$ cat config.mk
export PLATFORM = sky130hd
export DESIGN_NAME = seq_booth_multiplier
export DESIGN_NICKNAME = d
export VERILOG_FILES = /design/src/rtl/seq_booth_multiplier.sv
export SDC_FILE = /design/constraint.sdc
export NUM_CORES = 1
export LEC_CHECK = 0
export CORE_MARGIN = 10
export CORE_UTILIZATION = 40
export DETAILED_ROUTE_END_ITERATION = 10
export GPL_TIMING_DRIVEN = 1
export MAX_ROUTING_LAYER = met4
export SLEW_MARGIN = 10
export SYNTH_ARGS = -nofsm -noshare
export SYNTH_HDL_FRONTEND = slang
export SYNTH_SLANG_ARGS = --single-unit
$ cat constraint.sdc
create_clock -name clk -period 3.1 [get_ports clk]
set_clock_uncertainty 0.15 [all_clocks]
set_input_delay 0.62 -clock clk [delete_from_list [all_inputs] [get_ports clk]]
set_output_delay 0.62 -clock clk [all_outputs]
set_load 0.05 [all_outputs]
$ cat src/rtl/seq_booth_multiplier.sv
// Sequential radix-2 Booth multiplier: one add/subtract-and-shift step per clock,
// signed or unsigned WIDTH x WIDTH operands, start/ready/done handshake.
module seq_booth_multiplier #(
  parameter int WIDTH = 8
) (
  input  logic               clk,
  input  logic               reset_n,
  input  logic               start,
  input  logic               is_signed,
  input  logic [WIDTH-1:0]   m,
  input  logic [WIDTH-1:0]   q,
  output logic               ready,
  output logic               done,
  output logic [2*WIDTH-1:0] product
);

  // state | meaning
  // IDLE  | waiting for start, ready=1
  // CALC  | one Booth step per clock, WIDTH+1 steps
  // DONE  | one-cycle done pulse, ready=1, start accepted back-to-back
  typedef enum logic [1:0] {
    IDLE = 2'd0,
    CALC = 2'd1,
    DONE = 2'd2
  } state_t;

  localparam int CW = $clog2(WIDTH + 1);

  state_t               state;
  logic [WIDTH+1:0]     acc;
  logic [WIDTH:0]       mcand;
  logic [WIDTH:0]       mplier;
  logic                 q_m1;
  logic [CW-1:0]        count;

  logic [WIDTH+1:0]     m_ext;
  logic [WIDTH+1:0]     sum;
  logic [2*WIDTH+3:0]   shifted;

  // Two guard bits on the accumulator keep A-M exact even for the most-negative M.
  always_comb begin
    m_ext = {mcand[WIDTH], mcand};
    case ({mplier[0], q_m1})
      2'b01:   sum = acc + m_ext;
      2'b10:   sum = acc - m_ext;
      default: sum = acc;
    endcase
    shifted = {sum[WIDTH+1], sum, mplier};
  end

  always_ff @(posedge clk or negedge reset_n) begin
    if (!reset_n) begin
      state   <= IDLE;
      ready   <= 1'b1;
      done    <= 1'b0;
      product <= '0;
      acc     <= '0;
      mcand   <= '0;
      mplier  <= '0;
      q_m1    <= 1'b0;
      count   <= '0;
    end else begin
      done <= 1'b0;
      case (state)
        IDLE, DONE: begin
          ready <= 1'b1;
          state <= IDLE;
          if (start) begin
            mcand  <= is_signed ? {m[WIDTH-1], m} : {1'b0, m};
            mplier <= is_signed ? {q[WIDTH-1], q} : {1'b0, q};
            acc    <= '0;
            q_m1   <= 1'b0;
            count  <= '0;
            ready  <= 1'b0;
            state  <= CALC;
          end
        end
        CALC: begin
          acc    <= shifted[2*WIDTH+3:WIDTH+2];
          mplier <= shifted[WIDTH+1:1];
          q_m1   <= shifted[0];
          count  <= count + 1'b1;
          if (count == CW'(WIDTH)) begin
            product <= shifted[2*WIDTH:1];
            done    <= 1'b1;
            ready   <= 1'b1;
            state   <= DONE;
          end
        end
        default: begin
          ready <= 1'b1;
          state <= IDLE;
        end
      endcase
    end
  end

endmodule

# [Word-level counts from Yosys, hierarchy flattened]
# Cells that the tools add are included.
# W data, S select, Z words.
[op_classes] addsub=3 multipliers=0 div=0 order_cmp=0 n_eq_ne=7 shift=0 mux=19 bitwise_logic=0 reduce_logical=6
[ops] operator="$pmux W10 S2" count=2
[ops] operator="$mux W9" count=3
[ops] operator="$pmux W9 S2" count=1
[ops] operator="$add A10 B10 Y10" count=1
[ops] operator="$mux W10" count=1
[ops] operator="$sub A10 B10 Y10" count=1
[ops] operator="$pmux W4 S2" count=1
[ops] operator="$mux W1" count=6
[ops] operator="$reduce_and A2 Y1" count=3
[ops] operator="$add A4 B1 Y4 const B" count=1
[ops] operator="$eq A2 B1 Y1 const B" count=2
[ops] operator="$eq A2 B2 Y1 const B" count=2
[ops] operator="$eq A4 B4 Y1 const B" count=1
[ops] operator="$mux W4" count=1
[ops] operator="$ne A2 B2 Y1 const B" count=2
[ops] operator="$pmux W1 S2" count=2
[ops] operator="$pmux W2 S2" count=1
[ops] operator="$logic_not A2 Y1" count=1
[ops] operator="$mux W2" count=1
[ops] operator="$reduce_bool A2 Y1" count=1
[ops] operator="$reduce_or A2 Y1" count=1
[word_totals] reg_bits=53 latch_bits=0 ramBits=0 romBits=0 input_bits=20 out_inout_bits=18 wordCells=44 mem_count=0

# [Depth between registers and ports, before layout]
[depth] word_depth=4 ltp_mapped=12 depth_no_buf=12

# [Worst setup path after synthesis]
# OpenSTA, ideal clock, no wires.
[synth_path] path_kind="register -> register" start="reg mplier[0]" end="reg product[14]" setup_ns=0.125 arrival_ns=2.295 required_ns=2.825 slack_ns=0.530 stages_incl_launch_ff=11 path_buffers=1 period_less_slack_ns=2.570 cell_sequence="dfrtp_1 > ha_1 > buf_6 > mux2_1 > fa_1 > nand2b_1 > a21oi_1 > a211oi_2 > xor2_1 > o21ai_1 > mux2_2"
[synth_via] elab_chain_len=2 elab_cells_between_ends=3 classes_between="eq/ne: 2; mux: 1"
[synth_rtl] item="start: declaration" line="32" text="logic [WIDTH:0] mplier;"
[synth_rtl] item="start signal: assignment" line="70" text="mplier <= is_signed ? {q[WIDTH-1], q} : {1'b0, q};"
[synth_rtl] item="start signal: assignment" line="80" text="mplier <= shifted[WIDTH+1:1];"
[synth_rtl] item="$eq A2 B2 Y1 or $eq A2 B1 Y1 (tied branches)" line="43" text="case ({mplier[0], q_m1})"
[synth_rtl] item="$pmux W10 S2 *" line="43"
[synth_rtl] item="end signal: assignment" line="84" text="product <= shifted[2*WIDTH:1];"
[synth_rtl] item="end: declaration" line="14" text="output logic [2*WIDTH-1:0] product"
# Mark *: on every way between the ends. The rest lies on a longest branch, timed or not.
# A chain may end at the register's enable or synchronous reset.

# [Worst setup path in the final report]
[layout_path] start="reg q_m1" end="reg product[14]"
[layout_via] elab_chain_len=2 elab_cells_between_ends=3 classes_between="eq/ne: 2; mux: 1"
[layout_rtl] item="start: declaration" line="33" text="logic q_m1;"
[layout_rtl] item="start signal: assignment" line="81" text="q_m1 <= shifted[0];"
[layout_rtl] item="$eq A2 B2 Y1 or $eq A2 B1 Y1 (tied branches)" line="43"
[layout_rtl] item="$pmux W10 S2 *" line="43"
# Marked as above.

==> results.md <==
* Synth Area in Simple Gates at 14.7%
* Flop-to-flop setup slack at 250 ps
* Clk slew on worst S/H paths at 110 ps
* Htree depth at 2
* Endpoint class of the critical path: flip-flop
* Grt ovf at 0
* Adder-Cell Fraction of Synth Area at 6.79%
* Seq/Total Area, Yosys at 48.4%
* Worst setup SP type: flip-flop
* Mux contribution to synthesized area at 6.93%
* Fraction of layout cells with a size suffix above 1 at 7.82%
* Cell row count at 29
* PostCTS Resize Cnt at 0
* Total track usage at 12.7%
* Via/cell ratio at 5.15
* IO Pins at 38
* Max-slew violations at 0
* Yosys top cell area share at 47.4%
* # Post-CTS Setup Buffers at 0
* Synth Register Bits at 52
* Pin count of the biggest net entering global routing at 32
* Post-synth ARST share at 100%
* Final min period at 2850 ps
* Worst Slack Setup Final at 252 ps
* Leading post-synthesis cells by cell area: dfrtp_1 47%, nand2_1 6.4%, ha_1 6.0%
* WP data arrival at 2900 ps
* Drt total wl at 6020 um
* Synth Area in Compound Gates at 14.3%
* R2R cell count at 10
* Slew @ Worst Pin at 597 ps
* Synthesis-to-layout area growth at 20.4%
* Most used flip-flop cell after synthesis: dfrtp_1
* Die area at 0.0104 mm2
* Initial antenna violation count at 0
* WL/cell at 15.7 um
* CTS sink count at 52
* Buffers on Ports at 37
* Hold Crit Class: in -> async
* Max Cap Viol at 0
* Crit Reg-Reg Endpoint: product[14]
* Period utilization at 91.9%
* CTS tree: yes
* Num CTS Buffers at 5
* Syn_area_per_cell at 10.0 um2
* Clock Tree Buf Depth at 2
* DRC at 0
* Outcome: completed
* DRT Pass-1 Iters at 4
* Number of DRC markers in iteration 0 at 97
* XOR/XNOR Fraction of Synth Area at 5.07%
* Final ANT Viol Nets at 0
* Pre-CTS setup slack at 258 ps
* Worst EP required at 3160 ps
* Hpwl dp at 4480 um
* DR vias at 1979
* Setup violations, final at 0
* Yosys warnings at 0
* Final net count at 340
* Setup_tns at 0 ps
* Most frequent cell after synthesis: dfrtp_1
* Initial Utilization at 41.7%
* Final Util at 50.2%
* Hold buffer count at CTS at 0
* Clock root buffer: clkbuf_8
* Die extent in x at 102 um
* Relative slew slack at 60.2%
* Crit-path max FO at 10
* Number of synthesized flops with an enable pin at 0
* Die height at 102 um
* FF-to-FF Start: q_m1
* Synth cell count leaders: 51 x dfrtp_1, 46 x nand2_1, 17 x nor2_1
* Core Footprint at 0.00646 mm2
* Gpl congestion at 0.855
* Worst skew pair latency at 310 ps
* First-pass GRT wire length at 10300 um
* Largest family of logic cells by synthesized area: simple AND/OR/NAND/NOR gates
* Mapped Area at 0.00269 mm2
* F_max at 351 MHz
* Distinct cells, synth at 43
* Final Hold Vio Count at 0
* Crit path kind: reg -> reg
* Ant diodes at 0
* Synth area leader: dfrtp_1
* RSZ-0062 raised after global routing: no
* Mapped Cells at 268
* Syn_nets at 302
* Vias in the first global route at 2058
worst max-delay path: stages (launching register included):
cell      delay (ps)
dfrtp_1          390
inv_1             60
ha_1             350
mux2_1           400
fa_1             430
nand2b_1         180
a21oi_1          160
a211oi_2          80
xor2_1           160
o21ai_1           90
mux2_2           280
cells in the final DEF (no fill, tap or decap), types with 2 or more instances in the layout:
cell type	instances
dfrtp_1	51
nand2_1	46
clkdlybuf4s50_1	36
nor2_1	17
a21oi_1	16
o21ai_1	14
ha_1	13
mux2_1	12
inv_1	11
xnor2_1	11
nand3_1	8
a22oi_1	8
nand2b_1	7
buf_4	6
a22o_1	5
clkbuf_8	5
mux2i_1	4
o21ai_0	3
nor2b_1	2
o211ai_1	2
xor2_1	2
o21a_1	2
a32oi_1	2
inv_6	2
metal layers:
layer / global-route usage [%] / part of all wire [%] / vias to the layer above
met3: 3.31 / 3.4 / 6
met4: 2.93 / 0.93 / 0
met1: 16.7 / 49 / 950
li1: - / - / 994
met5: - / 0 / -
met2: 19.2 / 47 / 29
cell families (layout without fill, tap and decap cells):
kind of cell | Yosys count | after routing
AOI/OAI and AO/OA | 60 | 60
xor gates and xnor gates | 14 | 14
adders and majority gates | 14 | 14
buffers and inverters | 24 | 63
DFF | 52 | 52
muxes | 17 | 17
and+or+nand+nor | 87 | 87
per-stage QoR:
stage | std cells | instance area [um2] | hold slack [ps]
6_report | 384 | 3240 | 110
5_1_grt | 384 | 3240 | 143
4_1_cts | 384 | 3240 | 135
3_5_place_dp | 376 | 3140 | 323
3_3_place_gp | 376 | 3140 | 318
2_1_floorplan | 268 | 2690 | 174
how the worst max path moves through the flow:
stage                         start          end  cells past startpoint
after global routing       mcand[0]  product[15]                     12
after CTS                  mcand[0]  product[15]                     12
after floorplan           mplier[0]  product[14]                     10
after detailed placement       q_m1  product[14]                     10
after global placement         q_m1  product[14]                     10
final                          q_m1  product[14]                     10
registers in the layout (all words and copies together), names as in the netlist:
register,flops
state,2
product,16
mplier,9
q_m1,1
ready,1
acc,9
mcand,9
done,1
count,4
area by class of cell:
cell class,count,area [um2]
flip-flops and latches,52,1300
well taps,77,96.3
repair buffers,43,410
inverters,12,45.0
multi-input cells,192,1290
clock buffers,5,68.8
fillers,625,3220
clock inverters,3,26.3
Power is not shown: default switching activity piles up to over one toggle a cycle in this logic, so the estimate is an artifact.
